[src/rtl/apb_slave_mem.sv]
// APB slave memory model: NUM_SLAVES one-hot selected banks of DEPTH words each,
// with byte strobes, a fixed number of wait states and an error response.
module apb_slave_mem #(
  parameter int DATA_W      = 32,
  parameter int ADDR_W      = 32,
  parameter int NUM_SLAVES  = 3,
  parameter int DEPTH       = 16,
  parameter int WAIT_STATES = 1
) (
  input  logic                    Hclk,
  input  logic                    Hreset,
  input  logic [NUM_SLAVES-1:0]   PSELx,
  input  logic                    PENABLE,
  input  logic                    PWRITE,
  input  logic [ADDR_W-1:0]       PADDR,
  input  logic [DATA_W-1:0]       PWDATA,
  input  logic [DATA_W/8-1:0]     PSTRB,
  output logic [DATA_W-1:0]       PRDATA,
  output logic                    PREADY,
  output logic                    PSLVERR
);

  localparam int BYTES  = DATA_W / 8;
  localparam int LSB    = $clog2(BYTES);
  localparam int WORD_W = $clog2(DEPTH);
  localparam int BANK_W = (NUM_SLAVES > 1) ? $clog2(NUM_SLAVES) : 1;
  localparam logic [3:0] WAIT_MAX = 4'(WAIT_STATES);

  typedef enum logic [1:0] {IDLE, SETUP, ACCESS} state_t;

  state_t                  state_reg;
  logic [3:0]              cnt_reg;
  logic [NUM_SLAVES-1:0]   sel_reg;
  logic [ADDR_W-1:0]       addr_reg;
  logic                    write_reg;
  logic [DATA_W-1:0]       wdata_reg;
  logic [BYTES-1:0]        strb_reg;

  logic                    ready;
  logic                    err;
  logic                    commit;
  logic                    setup_req;
  logic                    latch_en;
  logic [BANK_W-1:0]       bank;
  logic [WORD_W-1:0]       word;
  logic [DATA_W-1:0]       bank_rdata [NUM_SLAVES];

  assign ready     = (state_reg == ACCESS) && (cnt_reg == WAIT_MAX);
  assign err       = !$onehot(sel_reg) || ((addr_reg >> (LSB + WORD_W)) != '0);
  assign commit    = ready && write_reg && !err;
  assign word      = addr_reg[LSB +: WORD_W];
  assign setup_req = (|PSELx) && !PENABLE;
  // A new transfer is captured from IDLE or, back-to-back, on the completing cycle.
  assign latch_en  = setup_req && ((state_reg == IDLE) || ready);

  always_comb begin
    bank = '0;
    for (int i = NUM_SLAVES - 1; i >= 0; i--) begin
      if (sel_reg[i]) bank = BANK_W'(i);
    end
  end

  always_ff @(posedge Hclk or posedge Hreset) begin
    if (Hreset) begin
      state_reg <= IDLE;
      cnt_reg   <= '0;
    end else begin
      case (state_reg)
        IDLE: begin
          if (setup_req) state_reg <= SETUP;
        end
        SETUP: begin
          if (!(|PSELx)) begin
            state_reg <= IDLE;
          end else if (PENABLE) begin
            state_reg <= ACCESS;
            cnt_reg   <= '0;
          end
        end
        ACCESS: begin
          if (ready) begin
            state_reg <= setup_req ? SETUP : IDLE;
          end else if (!(|PSELx)) begin
            state_reg <= IDLE;
          end else begin
            cnt_reg <= cnt_reg + 4'd1;
          end
        end
        default: state_reg <= IDLE;
      endcase
    end
  end

  always_ff @(posedge Hclk or posedge Hreset) begin
    if (Hreset) begin
      sel_reg   <= '0;
      addr_reg  <= '0;
      write_reg <= 1'b0;
      wdata_reg <= '0;
      strb_reg  <= '0;
    end else if (latch_en) begin
      sel_reg   <= PSELx;
      addr_reg  <= PADDR;
      write_reg <= PWRITE;
      wdata_reg <= PWDATA;
      strb_reg  <= PSTRB;
    end
  end

  // One storage array per bank; cleared by reset, so it maps to registers.
  generate
    for (genvar gi = 0; gi < NUM_SLAVES; gi++) begin : g_bank
      logic [DATA_W-1:0] mem [DEPTH];

      always_ff @(posedge Hclk or posedge Hreset) begin
        if (Hreset) begin
          for (int w = 0; w < DEPTH; w++) mem[w] <= '0;
        end else if (commit && (bank == BANK_W'(gi))) begin
          for (int b = 0; b < BYTES; b++) begin
            if (strb_reg[b]) mem[word][8*b +: 8] <= wdata_reg[8*b +: 8];
          end
        end
      end

      assign bank_rdata[gi] = mem[word];
    end
  endgenerate

  assign PREADY  = ready;
  assign PSLVERR = ready && err;
  assign PRDATA  = (ready && !write_reg && !err) ? bank_rdata[bank] : '0;

endmodule
[config.mk]
export PLATFORM = sky130hd
export DESIGN_NAME = apb_slave_mem
export DESIGN_NICKNAME = d
export VERILOG_FILES = /design/src/rtl/apb_slave_mem.sv
export SDC_FILE = /design/constraint.sdc
export NUM_CORES = 2
export LEC_CHECK = 0
export CAP_MARGIN = 20
export CORE_MARGIN = 3
export CORE_UTILIZATION = 55
export DETAILED_ROUTE_END_ITERATION = 8
export PLACE_DENSITY = 0.82
export REMOVE_ABC_BUFFERS = 1
export SLEW_MARGIN = 15
export SYNTH_ARGS = -nofsm -noshare
export SYNTH_HDL_FRONTEND = slang
export SYNTH_SLANG_ARGS = --single-unit
[constraint.sdc]
create_clock -name Hclk -period 58.1 [get_ports Hclk]
set_input_delay 11.62 -clock Hclk [delete_from_list [all_inputs] [get_ports Hclk]]
set_output_delay 11.62 -clock Hclk [all_outputs]
set_load 0.02 [all_outputs]
==> impl_metrics.json <==
{
  "outcome": "finished, final reports clean",
  "start_util": 0.556,
  "worst_pin_slew_ns": 1.17,
  "critPathRequiredTime_ns": 46.48,
  "drive_gt1_frac": 0.289,
  "cp_common_cell": "buf_4",
  "crit_type": "register to primary output",
  "ys.flop_type": "dfrtp_1",
  "h-tree-depth": 4,
  "cts_hold_buf": 0,
  "syn2layout_area_growth_pct": 10.8,
  "critPathArrivalTime_ns": 7.38,
  "drtPass1Iterations": 7,
  "synth_seq_cells": 1612,
  "max_freq_mhz": 52.6,
  "place_hpwl_um": 107000,
  "core_area_um2": 138000,
  "cts_tree": "yes",
  "yosysTopAreaCellShare": 0.527,
  "ant_nets": 0,
  "grtUsageTotal": 0.254,
  "cts_setup_buffers": 0,
  "maxSlewViolCount": 0,
  "seq_area_um2": 40400,
  "crit_fanout": 64,
  "clockBufferDepth": 3,
  "yosys.area.top_type": "dfrtp_1",
  "fin_worst_skew_ns": 0.0276,
  "ys_seq_area_frac": 0.527,
  "cp_slowest_cell": "dfrtp_4",
  "wire_per_inst_um": 27.1,
  "cts-resized-gates": 0,
  "grt-ovfl-total": 0,
  "hold_depth": 1,
  "rsz0062_at_grt": "no",
  "antenna_found_initial": 3,
  "largest_reg_flops": 1536,
  "avgSynthCellArea_um2": 16.6,
  "grt_pass1_wl_um": 278000,
  "synth_area_um2": 76600,
  "hp-start": "g_bank[0].mem[304]",
  "cts.sinks": 1612,
  "ys_types": 55,
  "synth-edff-count": 0,
  "post-route-drc-count": 0,
  "cp_cell_sequence": "buf_4 > buf_4 > buf_4 > mux4_2 > mux2i_1 > a22oi_1 > o21ai_1 > a2111oi_0 > clkdlybuf4s50_1",
  "worst_setup_path_start_kind": "register",
  "row_count": 136,
  "leakagePower_nw": 43.4,
  "finalHoldViolCount": 0,
  "final_common_cell": "dfrtp_1",
  "fin_setup_tns_ns": 0,
  "power.density_nw_per_um2": 36.1,
  "wl_um": 177000,
  "max_stage_delay_ns": 1.13,
  "ios": 109,
  "reg2regPathDepth": 6,
  "fp.dieH_um": 379,
  "finalNetCount": 4687,
  "min_path_type": "register to register",
  "yosysWarnings": 0,
  "avgViaCountPerCell": 6.34,
  "setup_viol": 0,
  "die_area_um2": 144000,
  "die_x_um": 379,
  "rrSetupSlack_ns": 52.61,
  "drt_iter0_markers": 2927,
  "cap_viol_max_count": 0,
  "vias": 41500,
  "multi_input_area_um2": 34700,
  "worstSetupEndpointType": "primary output",
  "period_minus_slack_ns": 19.00,
  "fillers": 9779,
  "relSlewSlack": 0.217,
  "grt_max_degree": 177,
  "ys_async_sr_fraction": 1.00,
  "cts-buffers-inserted": 165,
  "grt_pass1_vias": 45000,
  "fin_util": 0.615,
  "hold_end": "g_bank[0].mem[304]",
  "io_buffers": 106,
  "fin_crit_sh": 0.327,
  "cts_root_buffer": "clkbuf_16",
  "gp_congestion": 0.793,
  "synthCells": 4605,
  "ir_worst_vdd_uv": 41.4,
  "ys_top_cells_by_area": "dfrtp_1 (53%), mux2_1 (18%), mux4_2 (11%)",
  "clkTransAtPathRegs_ns": 0.06,
  "timing.rr.start": "addr_reg[4]",
  "clk_latency_ns": 0.79,
  "final_cell_mix": "dfrtp_1 (1608), mux2_1 (1222), mux4_2 (384)",
  "reg2reg_to": "g_bank[0].mem[284]"
}
==> Yosys cell counts (2+ instances only) <==
library cell / count
a211oi_1: 3
mux2_2: 59
buf_6: 10
xor2_1: 2
nand3_1: 14
buf_4: 18
and3_1: 2
o21ai_1: 31
nor3_1: 9
nor3_2: 3
nand4_4: 3
nand2_2: 6
inv_1: 6
a22o_1: 31
a2111oi_0: 28
nor2_1: 15
a22oi_1: 32
ha_1: 2
and2_1: 2
nor3_4: 143
buf_1: 23
nor2b_1: 10
buf_2: 84
nand4_1: 8
nand2b_1: 5
mux2_1: 1222
clkbuf_1: 230
nor2_2: 2
nor4_1: 10
and4_1: 2
mux4_2: 384
nand2_1: 25
mux2_4: 352
dfrtp_1: 1612
mux2i_1: 155
nand4_2: 42
nand3b_1: 2
==> worst max path at each step <==
stage,startpoint,endpoint,slack [ns]
2_1_floorplan,Hreset,addr_reg[10],0.99
3_3_place_gp,addr_reg[3],PRDATA[27],40.01
3_5_place_dp,addr_reg[3],PRDATA[27],40.05
4_1_cts,addr_reg[3],PRDATA[27],39.19
5_1_grt,addr_reg[3],PRDATA[30],39.03
6_report,addr_reg[3],PRDATA[30],39.10
==> routing by layer <==
layer / up-vias / wire [um] / track usage
met1: 22600 / 76200 / 0.355
met3: 341 / 8760 / 0.0392
met4: 0 / 6240 / 0.0937
met5: - / 0 / 0
met2: 1020 / 86200 / 0.406
li1: 17500 / - / -
==> logic make-up after synthesis <==
logic type | synth area share
AO/OA/AOI/OAI | 0.0133
XOR/XNOR | 0.000229
adder cells (fa/ha/maj) | 0.000588
buffers and inverters | 0.0216
flip-flops | 0.527
multiplexers | 0.391
AND/OR/NAND/NOR | 0.0469
==> stage by stage <==
stage,instances,cell area (um^2),total power [mW],hold slack [ns],setup WS (ns)
finish,6542,84800,3.06,0.479,39.10
global route,6541,84800,3.17,0.487,39.03
CTS,6540,84800,3.08,0.482,39.19
detailed placement,6235,79100,1.97,0.469,40.05
global placement,6235,79100,1.96,0.461,40.01
floorplan,4239,75000,1.79,0.452,0.992
==> critical path, delay by kind of cell, from the launching register on <==
kind	cells	cell delay [ns]
buffers and inverters	4	3.42
multiplexers	2	0.48
AO/OA/AOI/OAI	3	1.43
flip-flops	1	1.13
==> final cells by class <==
cell class	count	share of cell area
clock buffer	253	0.0591
timing repair buffer	203	0.0214
inverter	6	0.000354
clock inverter	52	0.00828
tap	1794	0.0265
multi-input combinational	2621	0.409
sequential	1612	0.476
antenna	1	0.0000295
==> power by group <==
part	leakage (nW)	switching, mW	total (mW)	internal, mW
Sequential	22.4	0.0563	1.20	1.15
Combinational	18.2	0.533	0.754	0.221
Clock	2.81	0.446	1.10	0.658
(Power assumes the default switching activity.)
==> RTL change, RTL diff (config.mk and constraints unchanged) <==
Register the output `PSLVERR`, without a reset; this adds one clock of latency there. The other outputs are not delayed to match.
--- a/src/rtl/apb_slave_mem.sv
+++ b/src/rtl/apb_slave_mem.sv
@@ -127,7 +127,9 @@
   endgenerate
 
   assign PREADY  = ready;
-  assign PSLVERR = ready && err;
+  always_ff @(posedge Hclk) begin
+    PSLVERR <= ready && err;
+  end
   assign PRDATA  = (ready && !write_reg && !err) ? bank_rdata[bank] : '0;
 
 endmodule
Check against the original RTL: not settled (the Yosys comparison gave no result); the edit may change what the design does.
==> RTL change against the original RTL <==
Combinational power is 2% lower; non-clock buffer count is 18 higher; sequential power hardly changed; synthesized area is 2.1% lower; critical path type unchanged; hold slack better by 0.020 ns; routed wire length is 5.0% higher; total power is 0.89% lower; critical path depth stayed put; cell area is 1.8% lower; count of clock-buffer cells in the layout is 9 lower; worst setup slack better by 0.024 ns; sequential cell count is 1 higher.
==> RTL change: results (changes against the original RTL) <==
.. list-table::
   :header-rows: 1

   * - Metric
     - Value
   * - Number of cells on the worst reg-to-reg path
     - 8 (+2)
   * - Via total after detailed routing
     - 43.27k (+4.4%)
   * - Wirelength per Cell
     - 28.24 µm (+4.2%)
   * - Proportion of layout cells with a drive suffix above 1
     - 0.5364 (+0.2470)
   * - DP HPWL
     - 116000 µm (+8.1%)
   * - Result of the run
     - complete, no violations
   * - Wire length on met3
     - 13160 µm (+50%)
   * - Maximum number of pins on one net before global-route repair
     - 209 (+18%)
   * - Total global routing track utilization
     - 0.2684 (+0.01469)
   * - Worst path max stage delay
     - 0.98 ns (-0.15 ns)
   * - Worst hold margin
     - 0.4992 ns (+0.01990 ns)
   * - Placement-stage cell area
     - 77570 µm² (-1.9%)
   * - Endpoint of the worst-slack reg-to-reg timing path
     - g_bank[0].mem[280]$_DFFE_PP0P_
   * - Worst-Margin Slew
     - 1.173 ns (-0.001057 ns)
   * - Largest cells by area after synthesis
     - sky130_fd_sc_hd__dfrtp_1, sky130_fd_sc_hd__mux2_2, sky130_fd_sc_hd__mux4_2
   * - Metal2 WL
     - 89480 µm (+3.8%)
   * - First-pass detailed-route iteration total
     - 5 (-2)
   * - Fill count
     - 9544 (-2.4%)
   * - Post-synth cell types
     - 60 (+9.1%)
   * - Commonest cells in the synthesized netlist
     - sky130_fd_sc_hd__mux2_2, sky130_fd_sc_hd__dfrtp_1, sky130_fd_sc_hd__mux4_2, sky130_fd_sc_hd__clkbuf_1, sky130_fd_sc_hd__nand4_1
   * - Reg2Reg Setup Slack
     - 50.49 ns (-2.12 ns)
   * - Worst slack after detailed placement
     - 39.77 ns (-0.2866 ns)
   * - Highest net fanout along the worst path
     - 84 (+31%)
   * - First DRT Iteration DRCs
     - 3892 (+33%)
   * - Wl on met1
     - 75330 µm (-1.2%)
   * - WHS Endpoint
     - g_bank[2].mem[150]$_DFFE_PP0P_
   * - Gp weighted congestion
     - 0.8347 (+5.3%)
## RTL change: changes by cell type in the layout (fill, tap and decap cells not counted), sizes merged, moves of 38 or more
| cell | change |
|---|---|
| mux2i | -153 |
| nor2 | +43 |
| mux2 | +45 |
| nand4 | +103 |
| nor3 | -121 |
| mux4 | +38 |
| nor4 | +85 |
## RTL change: final cells by class
| cell class | instances | area [µm²] | area share |
|---|---|---|---|
| inverters | 10 | 46.29 | 0.0005557 |
| diodes | 6 | 15.01 | 0.0001802 |
| flip-flops and latches | 1613 | 40370 | 0.4846 |
| well taps | 1768 | 2212 | 0.02655 |
| clock inverters | 50 | 663.1 | 0.007960 |
| multi-input cells | 2683 | 33010 | 0.3962 |
| repair buffers | 221 | 2034 | 0.02442 |
| clock buffers | 244 | 4961 | 0.05955 |
## RTL change: kinds of logic (layout without fill, tap and decap cells)
| group | Yosys count | after routing | synth area share |
|---|---|---|---|
| mux | 2102 | 2102 | 0.3802 |
| buf+inv | 423 | 525 | 0.02329 |
| flops | 1613 | 1613 | 0.5382 |
| simple gates | 463 | 463 | 0.04625 |
| fa+ha+maj | 3 | 3 | 0.0006007 |
| other cells | 0 | 6 | 0 |
| compound gates | 115 | 115 | 0.01140 |
## RTL change: worst reg2reg max path: stages (launching register included)
cell                       delay [ns]
sky130_fd_sc_hd__dfrtp_4         0.98
sky130_fd_sc_hd__buf_12          0.60
sky130_fd_sc_hd__buf_4           0.84
sky130_fd_sc_hd__buf_4           0.84
sky130_fd_sc_hd__buf_4           0.96
sky130_fd_sc_hd__nand4b_1        1.03
sky130_fd_sc_hd__nor4_1          1.02
sky130_fd_sc_hd__nor4b_4         0.79
sky130_fd_sc_hd__mux2_2          0.43
## RTL change: worst max path at each step
stage	from	slack [ns]	end
floorplan	Hreset	0.99	addr_reg[10]$_DFFE_PP0P_
CTS	addr_reg[2]$_DFFE_PP0P_	38.93	PRDATA[4]
global route	addr_reg[2]$_DFFE_PP0P_	38.56	PRDATA[4]
detailed placement	addr_reg[2]$_DFFE_PP0P_	39.77	PRDATA[4]
finish	addr_reg[2]$_DFFE_PP0P_	39.12	PRDATA[4]
global placement	addr_reg[2]$_DFFE_PP0P_	39.73	PRDATA[4]
## RTL change: power by group through the flow
stage	registers [W]	logic [W]	clock network, W
6_report	0.00120	0.000736	0.00109
2_1_floorplan	0.00138	0.000364	0
5_1_grt	0.00121	0.000779	0.00116
4_1_cts	0.00120	0.000734	0.00111
3_5_place_dp	0.00122	0.000732	0
3_3_place_gp	0.00122	0.000718	0
## RTL change: through the flow
stage | std cells | total power, W
final | 6595 | 0.003035
after global routing | 6589 | 0.003145
after CTS | 6585 | 0.003046
after detailed placement | 6291 | 0.001957
after global placement | 6288 | 0.001942
after floorplan | 4306 | 0.001741
